<file path="src/rtl/cr_frame_receiver.sv">
// Remote-control frame receiver: decodes 8N1 frames from the rx line and
// turns a matching address/command into a single cr pulse with button hold-off.
module cr_frame_receiver #(
  parameter int          CLKS_PER_BIT = 48,
  parameter logic [3:0]  ADDR         = 4'hA,
  parameter logic [3:0]  CMD_CR       = 4'h1,
  parameter int          HOLDOFF      = 240000
) (
  input  logic       clk,
  input  logic       reset,
  input  logic       rx,
  output logic       cr,
  output logic       code_vld,
  output logic [7:0] rx_code,
  output logic       frame_err,
  output logic       busy
);

  localparam int CNT_W = $clog2(CLKS_PER_BIT);
  localparam int HO_W  = $clog2(HOLDOFF + 1);

  localparam logic [CNT_W-1:0] HALF_M1 = CNT_W'(CLKS_PER_BIT / 2 - 1);
  localparam logic [CNT_W-1:0] FULL_M1 = CNT_W'(CLKS_PER_BIT - 1);
  localparam logic [HO_W-1:0]  HO_LOAD = HO_W'(HOLDOFF);

  localparam logic [2:0] S_IDLE      = 3'd0;
  localparam logic [2:0] S_START     = 3'd1;
  localparam logic [2:0] S_DATA      = 3'd2;
  localparam logic [2:0] S_STOP      = 3'd3;
  localparam logic [2:0] S_WAIT_IDLE = 3'd4;

  logic             rx_meta_q, rx_s_q, rx_prev_q;
  logic [2:0]       state_q, state_d;
  logic [CNT_W-1:0] clk_cnt_q, clk_cnt_d;
  logic [2:0]       bit_cnt_q, bit_cnt_d;
  logic [7:0]       shift_q, shift_d;
  logic [7:0]       code_q, code_d;
  logic             cr_q, cr_d;
  logic             vld_q, vld_d;
  logic             err_q, err_d;
  logic [HO_W-1:0]  holdoff_q, holdoff_d;
  logic             reload;

  always_comb begin
    state_d   = state_q;
    clk_cnt_d = clk_cnt_q;
    bit_cnt_d = bit_cnt_q;
    shift_d   = shift_q;
    code_d    = code_q;
    cr_d      = 1'b0;
    vld_d     = 1'b0;
    err_d     = 1'b0;
    reload    = 1'b0;

    case (state_q)
      S_IDLE: begin
        if (rx_prev_q && !rx_s_q) begin
          state_d   = S_START;
          clk_cnt_d = '0;
        end
      end
      S_START: begin
        // A start bit that is high again at mid-bit was only a glitch.
        if (clk_cnt_q == HALF_M1) begin
          clk_cnt_d = '0;
          bit_cnt_d = '0;
          state_d   = rx_s_q ? S_IDLE : S_DATA;
        end else begin
          clk_cnt_d = clk_cnt_q + 1'b1;
        end
      end
      S_DATA: begin
        if (clk_cnt_q == FULL_M1) begin
          clk_cnt_d = '0;
          shift_d   = {rx_s_q, shift_q[7:1]};
          bit_cnt_d = bit_cnt_q + 1'b1;
          if (bit_cnt_q == 3'd7) begin
            state_d = S_STOP;
          end
        end else begin
          clk_cnt_d = clk_cnt_q + 1'b1;
        end
      end
      S_STOP: begin
        if (clk_cnt_q == FULL_M1) begin
          clk_cnt_d = '0;
          if (rx_s_q) begin
            vld_d   = 1'b1;
            code_d  = shift_q;
            state_d = S_IDLE;
            if (shift_q == {ADDR, CMD_CR}) begin
              reload = 1'b1;
              cr_d   = (holdoff_q == '0);
            end
          end else begin
            err_d   = 1'b1;
            state_d = S_WAIT_IDLE;
          end
        end else begin
          clk_cnt_d = clk_cnt_q + 1'b1;
        end
      end
      S_WAIT_IDLE: begin
        if (rx_s_q) begin
          state_d = S_IDLE;
        end
      end
      default: state_d = S_IDLE;
    endcase

    // Every matching frame restarts the window, so a held button stays quiet.
    if (reload) begin
      holdoff_d = HO_LOAD;
    end else if (holdoff_q != '0) begin
      holdoff_d = holdoff_q - 1'b1;
    end else begin
      holdoff_d = holdoff_q;
    end
  end

  always_ff @(posedge clk) begin
    if (reset) begin
      rx_meta_q <= 1'b1;
      rx_s_q    <= 1'b1;
      rx_prev_q <= 1'b1;
      state_q   <= S_IDLE;
      clk_cnt_q <= '0;
      bit_cnt_q <= '0;
      shift_q   <= '0;
      code_q    <= '0;
      cr_q      <= 1'b0;
      vld_q     <= 1'b0;
      err_q     <= 1'b0;
      holdoff_q <= '0;
    end else begin
      rx_meta_q <= rx;
      rx_s_q    <= rx_meta_q;
      rx_prev_q <= rx_s_q;
      state_q   <= state_d;
      clk_cnt_q <= clk_cnt_d;
      bit_cnt_q <= bit_cnt_d;
      shift_q   <= shift_d;
      code_q    <= code_d;
      cr_q      <= cr_d;
      vld_q     <= vld_d;
      err_q     <= err_d;
      holdoff_q <= holdoff_d;
    end
  end

  assign cr        = cr_q;
  assign code_vld  = vld_q;
  assign frame_err = err_q;
  assign rx_code   = code_q;
  assign busy      = (state_q != S_IDLE);

endmodule

</file>
<file path="config.mk">
export PLATFORM = sky130hd
export DESIGN_NAME = cr_frame_receiver
export DESIGN_NICKNAME = d
export VERILOG_FILES = /design/src/rtl/cr_frame_receiver.sv
export SDC_FILE = /design/constraint.sdc
export NUM_CORES = 1
export LEC_CHECK = 0
export CELL_PAD_IN_SITES_DETAIL_PLACEMENT = 0
export CELL_PAD_IN_SITES_GLOBAL_PLACEMENT = 2
export CORE_UTILIZATION = 42
export DETAILED_ROUTE_END_ITERATION = 8
export DONT_BUFFER_PORTS = 1
export PLACE_DENSITY = 0.83
export SLEW_MARGIN = 20
export SYNTH_ARGS = -nofsm -noshare
export SYNTH_HDL_FRONTEND = slang
export SYNTH_SLANG_ARGS = --single-unit
</file>
<file path="constraint.sdc">
create_clock -name clk -period 4.87 [get_ports clk]
set_clock_uncertainty 0.2 [all_clocks]
set_input_delay 0.7305 -clock clk [delete_from_list [all_inputs] [get_ports clk]]
set_output_delay 0.7305 -clock clk [all_outputs]
set_load 0.02 [all_outputs]
</file>
==> impl_metrics.csv <==
group,metric,value,unit
global_route,grt_max_degree,39,
finish,stdcell_count,323,
global_route,gr-total-overflow,0,
synthesis,synth.top_cell.area_share,44.6,%
sta,hold_ws,0.241,ns
cts,post_cts_resized,0,
job,max_cap_violations,0,
cts,holdBufCountCts,0,
worst_setup_path,startpoint_type,"flip-flop",
min_path,hold_class,"flip-flop to flip-flop",
worst_setup_path,worst_ep_arrival_time,2.88,ns
global_route,gr-usage-met1,21.1,%
sta,max_freq,346,MHz
synthesis,ys.flop_type,"dfxtp_1",
die,ioPinCount,15,
finish,antennaDiodeCount,0,
global_route,use_met2,25.0,%
global_route,grt_pass1_wl,7.54,mm
cts,htreeDepth,2,
worst_setup_path,crit_path_end_kind,"flip-flop",
synthesis,synth_cell_types,48,
die,die_height,76.6,µm
worst_setup_path,worst-path-max-fanout,11,
worst_setup_path,setup.worst_path.class,"flip-flop to flip-flop",
sta,min_period,2.89,ns
synthesis,syn_avg_cell_area,9.05,µm²
worst_setup_path,required,4.86,ns
die,die_x,76.6,µm
finish,fin_nets,260,
sta,worst_slew_pin_slew,0.726,ns
placed_design,place.gp.congestion,0.752,
global_route,grt_pass1_vias,1623,
placed_design,dpl_cell_area,2370,µm²
global_route,antenna_found_initial,0,
power_and_ir_drop,ir_drop,280,µV
sta,setup_viol_count_final,0,
die,rows,26,
finish,postLayoutCellArea,2460,µm²
synthesis,synth_seq_cells,52,
cts,cts_root_buf,"clkbuf_8",
synthesis,synthesis.area,2340,µm²
finish,syn2layout_area_growth,5.41,%
cts,cts_buffer_depth,2,
run_status,status,"completed",
route,drc,0,
placed_design,port_buffers,0,
route,dr.pass1.iters,4,
synthesis,synth_fp_nets,266,
route,postRouteAntennaNets,0,
cts,clk_latency,0.31,ns
route,dr_total_vias,1685,
sta,drv_slew,0,
global_route,busiest_layer,"met2",
cts,clkTransAtPathRegs,0.10,ns
cts,cts_tree,"built",
synthesis,seq_area_frac_synth,44.6,%
route,drt_wl_total,4.26,mm
global_route,grt_usage,15.9,%
synthesis,synth-edff-count,0,
power_and_ir_drop,cellPowerDensity,557,nW/µm²
route,detail_route.wl_per_cell,13.2,µm
cts,numCtsBuffers,5,
synthesis,synth_cells,258,
die,die-area,5860,µm²
sta,slew-limit-headroom,51.5,%
synthesis,netlist_top_cells_count,"dfxtp_1 (52), nor2_1 (52), mux2i_1 (19)",
route,drt-initial-drc-count,51,
finish,layout-drive-gt1-share,6.32,%
power_and_ir_drop,cellLeakagePower,1.02,nW
placed_design,dp.cells,315,
global_route,met3_usage,3.71,%
sta,hold_viol,0,
sta,setup_tns,0,ns
finish,n_fill_cell,526,
die,initial_core_util,44.6,%
synthesis,synth_largest_area_cell,"dfxtp_1",
sta,rsz0062_at_grt,"no",
synthesis,synth_area_leaders,"dfxtp_1 (45%), nor2_1 (8.4%), mux2i_1 (8.1%), xor2_1 (4.5%), ha_1 (2.7%)",
route,viasPerCell,5.22,
cts,postCtsSetupRepairBufs,0,
sta,fin_crit_sh,59.3,%
synthesis,synth-warning-count,0,
cts,cts.sinks,52,
placed_design,dp_hpwl,2.86,mm
die,design.core.area,5240,µm²
synthesis,synthArstFlopShare,0,%
[cell type report]
cell class,count,area [µm²],share of cell area [%]
well taps,70,87.6,3.56
multi-input cells,187,1220,49.4
inverters,6,22.5,0.915
clock buffers,5,68.8,2.79
clock inverters,3,26.3,1.07
flip-flops and latches,52,1040,42.3
[where the power goes]
group / total, mW / internal (mW) / switching [mW]
logic: 0.531 / 0.225 / 0.306
clock network: 0.260 / 0.105 / 0.154
registers: 0.581 / 0.498 / 0.0828
[critical path, cell delays in order (launching register included)]
cell and delay [ns]:
dfxtp_1 0.38, ha_1 0.21, and4b_1 0.27, nand4_1 0.55, nand3b_1 0.60, nand2b_1 0.46
nor2_1 0.09
[layer usage]
layer	vias to the layer above	part of all wire, %	routed length [µm]
li1	888	-	-
met1	765	52	2220
met2	24	44	1860
met3	8	2.9	122
met4	0	1.4	59
met5	-	0	0
[placed cells by master (no fill, tap or decap), drive strengths merged, types with 5 or more instances in the layout]
| cell type | n |
|---|---|
| nor3 | 6 |
| nor2 | 52 |
| ha | 5 |
| o21ai | 5 |
| nand2 | 12 |
| dfxtp | 52 |
| nand2b | 7 |
| xor2 | 12 |
| clkbuf | 5 |
| inv | 7 |
| mux2i | 19 |
| a21oi | 12 |
| nor4 | 5 |
[cell families (layout without fill, tap and decap cells)]
logic type,after synthesis,in the layout,share of synthesized area [%]
and+or+nand+nor,112,112,25.5
adders and majority gates,5,5,2.68
DFF,52,52,44.6
AOI/OAI and AO/OA,35,35,9.70
buffers and inverters,19,14,3.37
xor gates and xnor gates,16,16,6.00
muxes,19,19,8.14
[through the flow]
stage,utilization (%),worst slack (ns),power (mW)
after floorplan,-,2.83,1.04
after global placement,45.2,2.01,1.13
after detailed placement,45.2,1.90,1.12
after CTS,47.0,1.90,1.38
after global routing,47.0,1.65,1.49
final,47.0,1.98,1.37
[sequential cells by signal (all words and copies together) (netlist names), 3 cells and up]
| signal | flops |
|---|---|
| state_q | 3 |
| clk_cnt_q | 6 |
| rx_code | 8 |
| shift_q | 8 |
| bit_cnt_q | 3 |
| holdoff_q | 18 |
[worst paths after layout]
check,cells past startpoint,slack (ns),startpoint,to
worst max-delay path,6,1.98,clk_cnt_q[0],holdoff_q[12]
worst min-delay path,1,0.24,rx_meta_q,rx_s_q
worst max register to register,6,1.98,clk_cnt_q[0],holdoff_q[12]
worst min register to register,1,0.24,rx_meta_q,rx_s_q
No activity file was read; power rests on OpenSTA's default activity.
==> RTL change 1 (same settings) <==
Set the parameter `HOLDOFF` to 120000 (it was 240000).
--- a/src/rtl/cr_frame_receiver.sv
+++ b/src/rtl/cr_frame_receiver.sv
@@ -4,7 +4,7 @@
   parameter int          CLKS_PER_BIT = 48,
   parameter logic [3:0]  ADDR         = 4'hA,
   parameter logic [3:0]  CMD_CR       = 4'h1,
-  parameter int          HOLDOFF      = 240000
+  parameter int          HOLDOFF      = 120000
 ) (
   input  logic       clk,
   input  logic       reset,
Function: same outputs for any inputs over 10 cycles, from zero or initial values and one cycle with reset high; that may be too few to reach the edited logic, so the function may still have changed.
==> RTL change 1 against the unedited design <==
- critical path type unchanged
- cell count up 2.8%
- power down 8.6%
- sequential cell count down 1
- area after synthesis down 0.11%
- maximum frequency up 18%
- routed wire length up 13%
- highest routed layer unchanged
- die area down 0.10%
- core utilization up 0.76 points
- largest cell class unchanged
- non-clock buffer count up 1
- setup slack better by 440 ps
- final area up 1.6%
==> RTL change 1: results (changes against the unedited design) <==
Gr usage total: 17.6% (was 15.9%)
Hold Path Class: flop to flop (unchanged)
GRT met1 Usage: 25.1% (was 21.1%)
Worst-Margin Slew: 839 ps (was 726 ps)
CP max stage delay: 570 ps (was 600 ps)
Nets: 268 (was 260)
VDD IR max: 278 uV (was 280 uV)
Top FF cell, synth: dfxtp_1 (unchanged)
Critical R2R Capture: holdoff_q[10] (was holdoff_q[12])
Layout cells sized above 1: 7.63% (was 6.32%)
Placed cell areas: 2390 um2 (was 2370 um2)
GR Util met3: 3.83% (was 3.71%)
Post-placement cell count: 324 (was 315)
FILL cells: 539 (was 526)
Routed wire length: 4.82 mm (was 4.26 mm)
WP data arrival: 2480 ps (was 2880 ps)
R2r startpoint: holdoff_q[0] (was clk_cnt_q[0])
Synth top cells by count: dfxtp_1, nor2_1, mux2i_1, nand2_1, a21oi_1 (was dfxtp_1, nor2_1, mux2i_1)
Routability congestion estimate: 0.765 (was 0.752)
Status: complete, no violations (unchanged)
Register area share after synthesis: 43.8% (was 44.6%)
Synth top area cells: dfxtp_1, mux2i_1, nor2_1, a21oi_1, nand2_1 (was dfxtp_1, nor2_1, mux2i_1, xor2_1, ha_1)
Worst-Skew Late Latency: 310 ps (about the same)
R2r setup slk: 2420 ps (was 1980 ps)
Per-cell routed wire length: 14.5 um (was 13.2 um)
Post-synth ARST share: 0% (unchanged)
Post-DP HPWL: 3.19 mm (was 2.86 mm)
Syn Area/Cell: 8.84 um2 (was 9.05 um2)
Leak Pwr: 0.000827 uW (was 0.00102 uW)
Crit-path max FO: 14 (was 11)
Worst hold slack: 220 ps (was 241 ps)
Slowest cell on the critical path: or4b_4 (was nand3b_1)
Yosys cell types: 45 (was 48)
Max reg flops: 17 (was 18)
GR Layer Usage met2: 26.1% (was 25.0%)
Vias in the first global route: 1732 (was 1623)
First-pass GRT wire length: 8.40 mm (was 7.54 mm)
Hold EP: rx_s_q (unchanged)
Vias: 1887 (was 1685)
1st-iter DRT viols: 79 (was 51)
RTL change 1: cell count changes in the layout (fill, tap and decap cells not counted), sizes merged, moves of 4 or more:
cell	unedited run	this run
a21oi	12	16
a31oi	2	8
nand2	12	19
nor2	52	29
nor3	6	13
nor3b	4	0
o21ai	5	11
o31ai	1	5
or3	3	10
xor2	12	0
RTL change 1: critical path: cells and delay by family, from the launching register on:
kind / cells / cell delay, ps
flip-flops: 1 / 350
AND/OR/NAND/NOR: 3 / 1390
adder cells (fa/ha/maj): 1 / 200
AO/OA/AOI/OAI: 1 / 170
buffers and inverters: 1 / 60
RTL change 1: worst max-delay path by stage:
stage                     depth (start not counted)            end           from
final                                             6  holdoff_q[10]   holdoff_q[0]
after CTS                                         6  holdoff_q[10]   holdoff_q[0]
after floorplan                                   6  holdoff_q[10]   holdoff_q[0]
after global placement                            6  holdoff_q[10]   holdoff_q[0]
after global routing                              4   holdoff_q[1]  holdoff_q[12]
after detailed placement                          6  holdoff_q[10]   holdoff_q[0]
RTL change 1: power breakdown:
group / internal, uW / total (uW) / switching (uW)
logic: 183 / 425 / 242
clock network: 153 / 297 / 144
registers: 469 / 532 / 63.0
RTL change 1: cells by family after synthesis:
family                     synth area share (%)
buffers and inverters                      2.52
xor gates and xnor gates                  0.375
adders and majority gates                  2.14
AOI/OAI and AO/OA                          16.1
and+or+nand+nor                            27.0
DFF                                        43.8
muxes                                      8.15
RTL change 1: per-layer routing:
layer,part of all wire (%),up-vias,routed length [um]
met2,42,27,2040
li1,-,969,-
met4,0.87,0,42
met1,53,886,2570
met5,0,-,0
met3,3.3,5,161
RTL change 1: stage by stage:
stage / setup WS [ps] / util (%)
finish: 2420 / 47.8
global route: 2150 / 47.8
CTS: 2400 / 47.8
detailed placement: 2450 / 45.6
global placement: 2480 / 45.6
floorplan: 2630 / -
RTL change 1: cell type report:
cell class	count	area share [%]
Multi-Input combinational cell	198	50.3
Sequential cell	51	40.8
Tap cell	70	3.50
Clock buffer	5	2.75
Clock inverter	3	1.75
Inverter	4	0.600
Timing Repair Buffer	1	0.300
==> RTL change 2 (config.mk and constraints unchanged) <==
Without the edit above. `holdoff_q` no longer has a reset.
--- a/src/rtl/cr_frame_receiver.sv
+++ b/src/rtl/cr_frame_receiver.sv
@@ -131,7 +131,6 @@
       cr_q      <= 1'b0;
       vld_q     <= 1'b0;
       err_q     <= 1'b0;
-      holdoff_q <= '0;
     end else begin
       rx_meta_q <= rx;
       rx_s_q    <= rx_meta_q;
@@ -144,8 +143,11 @@
       cr_q      <= cr_d;
       vld_q     <= vld_d;
       err_q     <= err_d;
-      holdoff_q <= holdoff_d;
     end
+  end
+
+  always_ff @(posedge clk) begin
+    holdoff_q <= holdoff_d;
   end
 
   assign cr        = cr_q;
Formal check against the unedited RTL: same outputs for any inputs over 10 cycles, from zero or initial values and one cycle with reset high; that may be too few to reach the edited logic, so the function may still have changed.
==> RTL change 2 against the unedited design <==
- setup slack gained 530 ps
- routed wire length rose by 15%
- sequential cell count unchanged
- final area grew 4.8%
- critical path type unchanged
- area after synthesis increased by 3.8%
- maximum frequency is 22% higher
- via count grew 15%
Power is not compared: it rests on default switching activity, and its combinational part moved more than twofold at a synthesized area within 25%.
==> RTL change 2: results (changes against the unedited design) <==
Slowest cell on the critical path: nor2_1 (was nand3b_1)
Area grow syn2layout: 6.45% (was 5.41%)
Register area share after synthesis: 42.9% (was 44.6%)
Largest net degree at the start of global routing: 36 (was 39)
Crit-path max FO: 14 (was 11)
Synth top cells by count: dfxtp_1, nand2_1, a21oi_1, nor2_1, o21ai_0 (was dfxtp_1, nor2_1, mux2i_1)
First-pass GRT wire length: 8.57 mm (was 7.54 mm)
WP data arrival: 2340 ps (was 2880 ps)
R2r setup slk: 2510 ps (was 1980 ps)
Met2 wire len: 2.28 mm (was 1.86 mm)
Setup crit end: holdoff_q[1] (was holdoff_q[12])
Seq area share: 40.3% (was 42.3%)
Worst-Margin Slew: 630 ps (was 726 ps)
Synth top area cells: dfxtp_1, mux2i_1, nand2_1, a21oi_1, o21ai_0 (was dfxtp_1, nor2_1, mux2i_1, xor2_1, ha_1)
Gr usage total: 17.6% (was 15.9%)
Routability congestion estimate: 0.761 (was 0.752)
GR Layer Usage met2: 28.9% (was 25.0%)
FILL cells: 565 (was 526)
Via density: 5.63 (was 5.22)
Yosys cell types: 45 (was 48)
Net Count, Synth: 283 (was 266)
Post-DP HPWL: 3.36 mm (was 2.86 mm)
Final Power: 745 uW
Status: complete, no violations (unchanged)
DRT met1 WL: 2.40 mm (was 2.22 mm)
Vias in the first global route: 1771 (was 1623)
Comb_multi_in: 210 (was 187)
==> RTL change 2: logic make-up after synthesis <==
group | synth area share [%]
simple gates | 29.3
compound gates | 17.2
flops | 42.9
mux | 6.19
buf+inv | 2.32
fa+ha+maj | 2.06
==> RTL change 2: per-stage QoR <==
step	worst slack, ps	instances	util [%]
2_1_floorplan	2850	276	-
3_3_place_gp	2520	336	44.5
3_5_place_dp	2470	336	44.5
4_1_cts	2400	344	46.6
5_1_grt	2250	344	46.6
6_report	2510	344	46.6
==> RTL change 2: worst min-delay path by stage <==
stage / from / to / slack (ps) / cells after the start
after detailed placement: rx_meta_q / rx_s_q / 210 / 1
after global placement: rx_meta_q / rx_s_q / 190 / 1
after global routing: reset / rx_code[0] / 260 / 1
final: rx_meta_q / rx_s_q / 230 / 1
after CTS: rx_meta_q / rx_s_q / 240 / 1
after floorplan: rx_meta_q / rx_s_q / 190 / 1
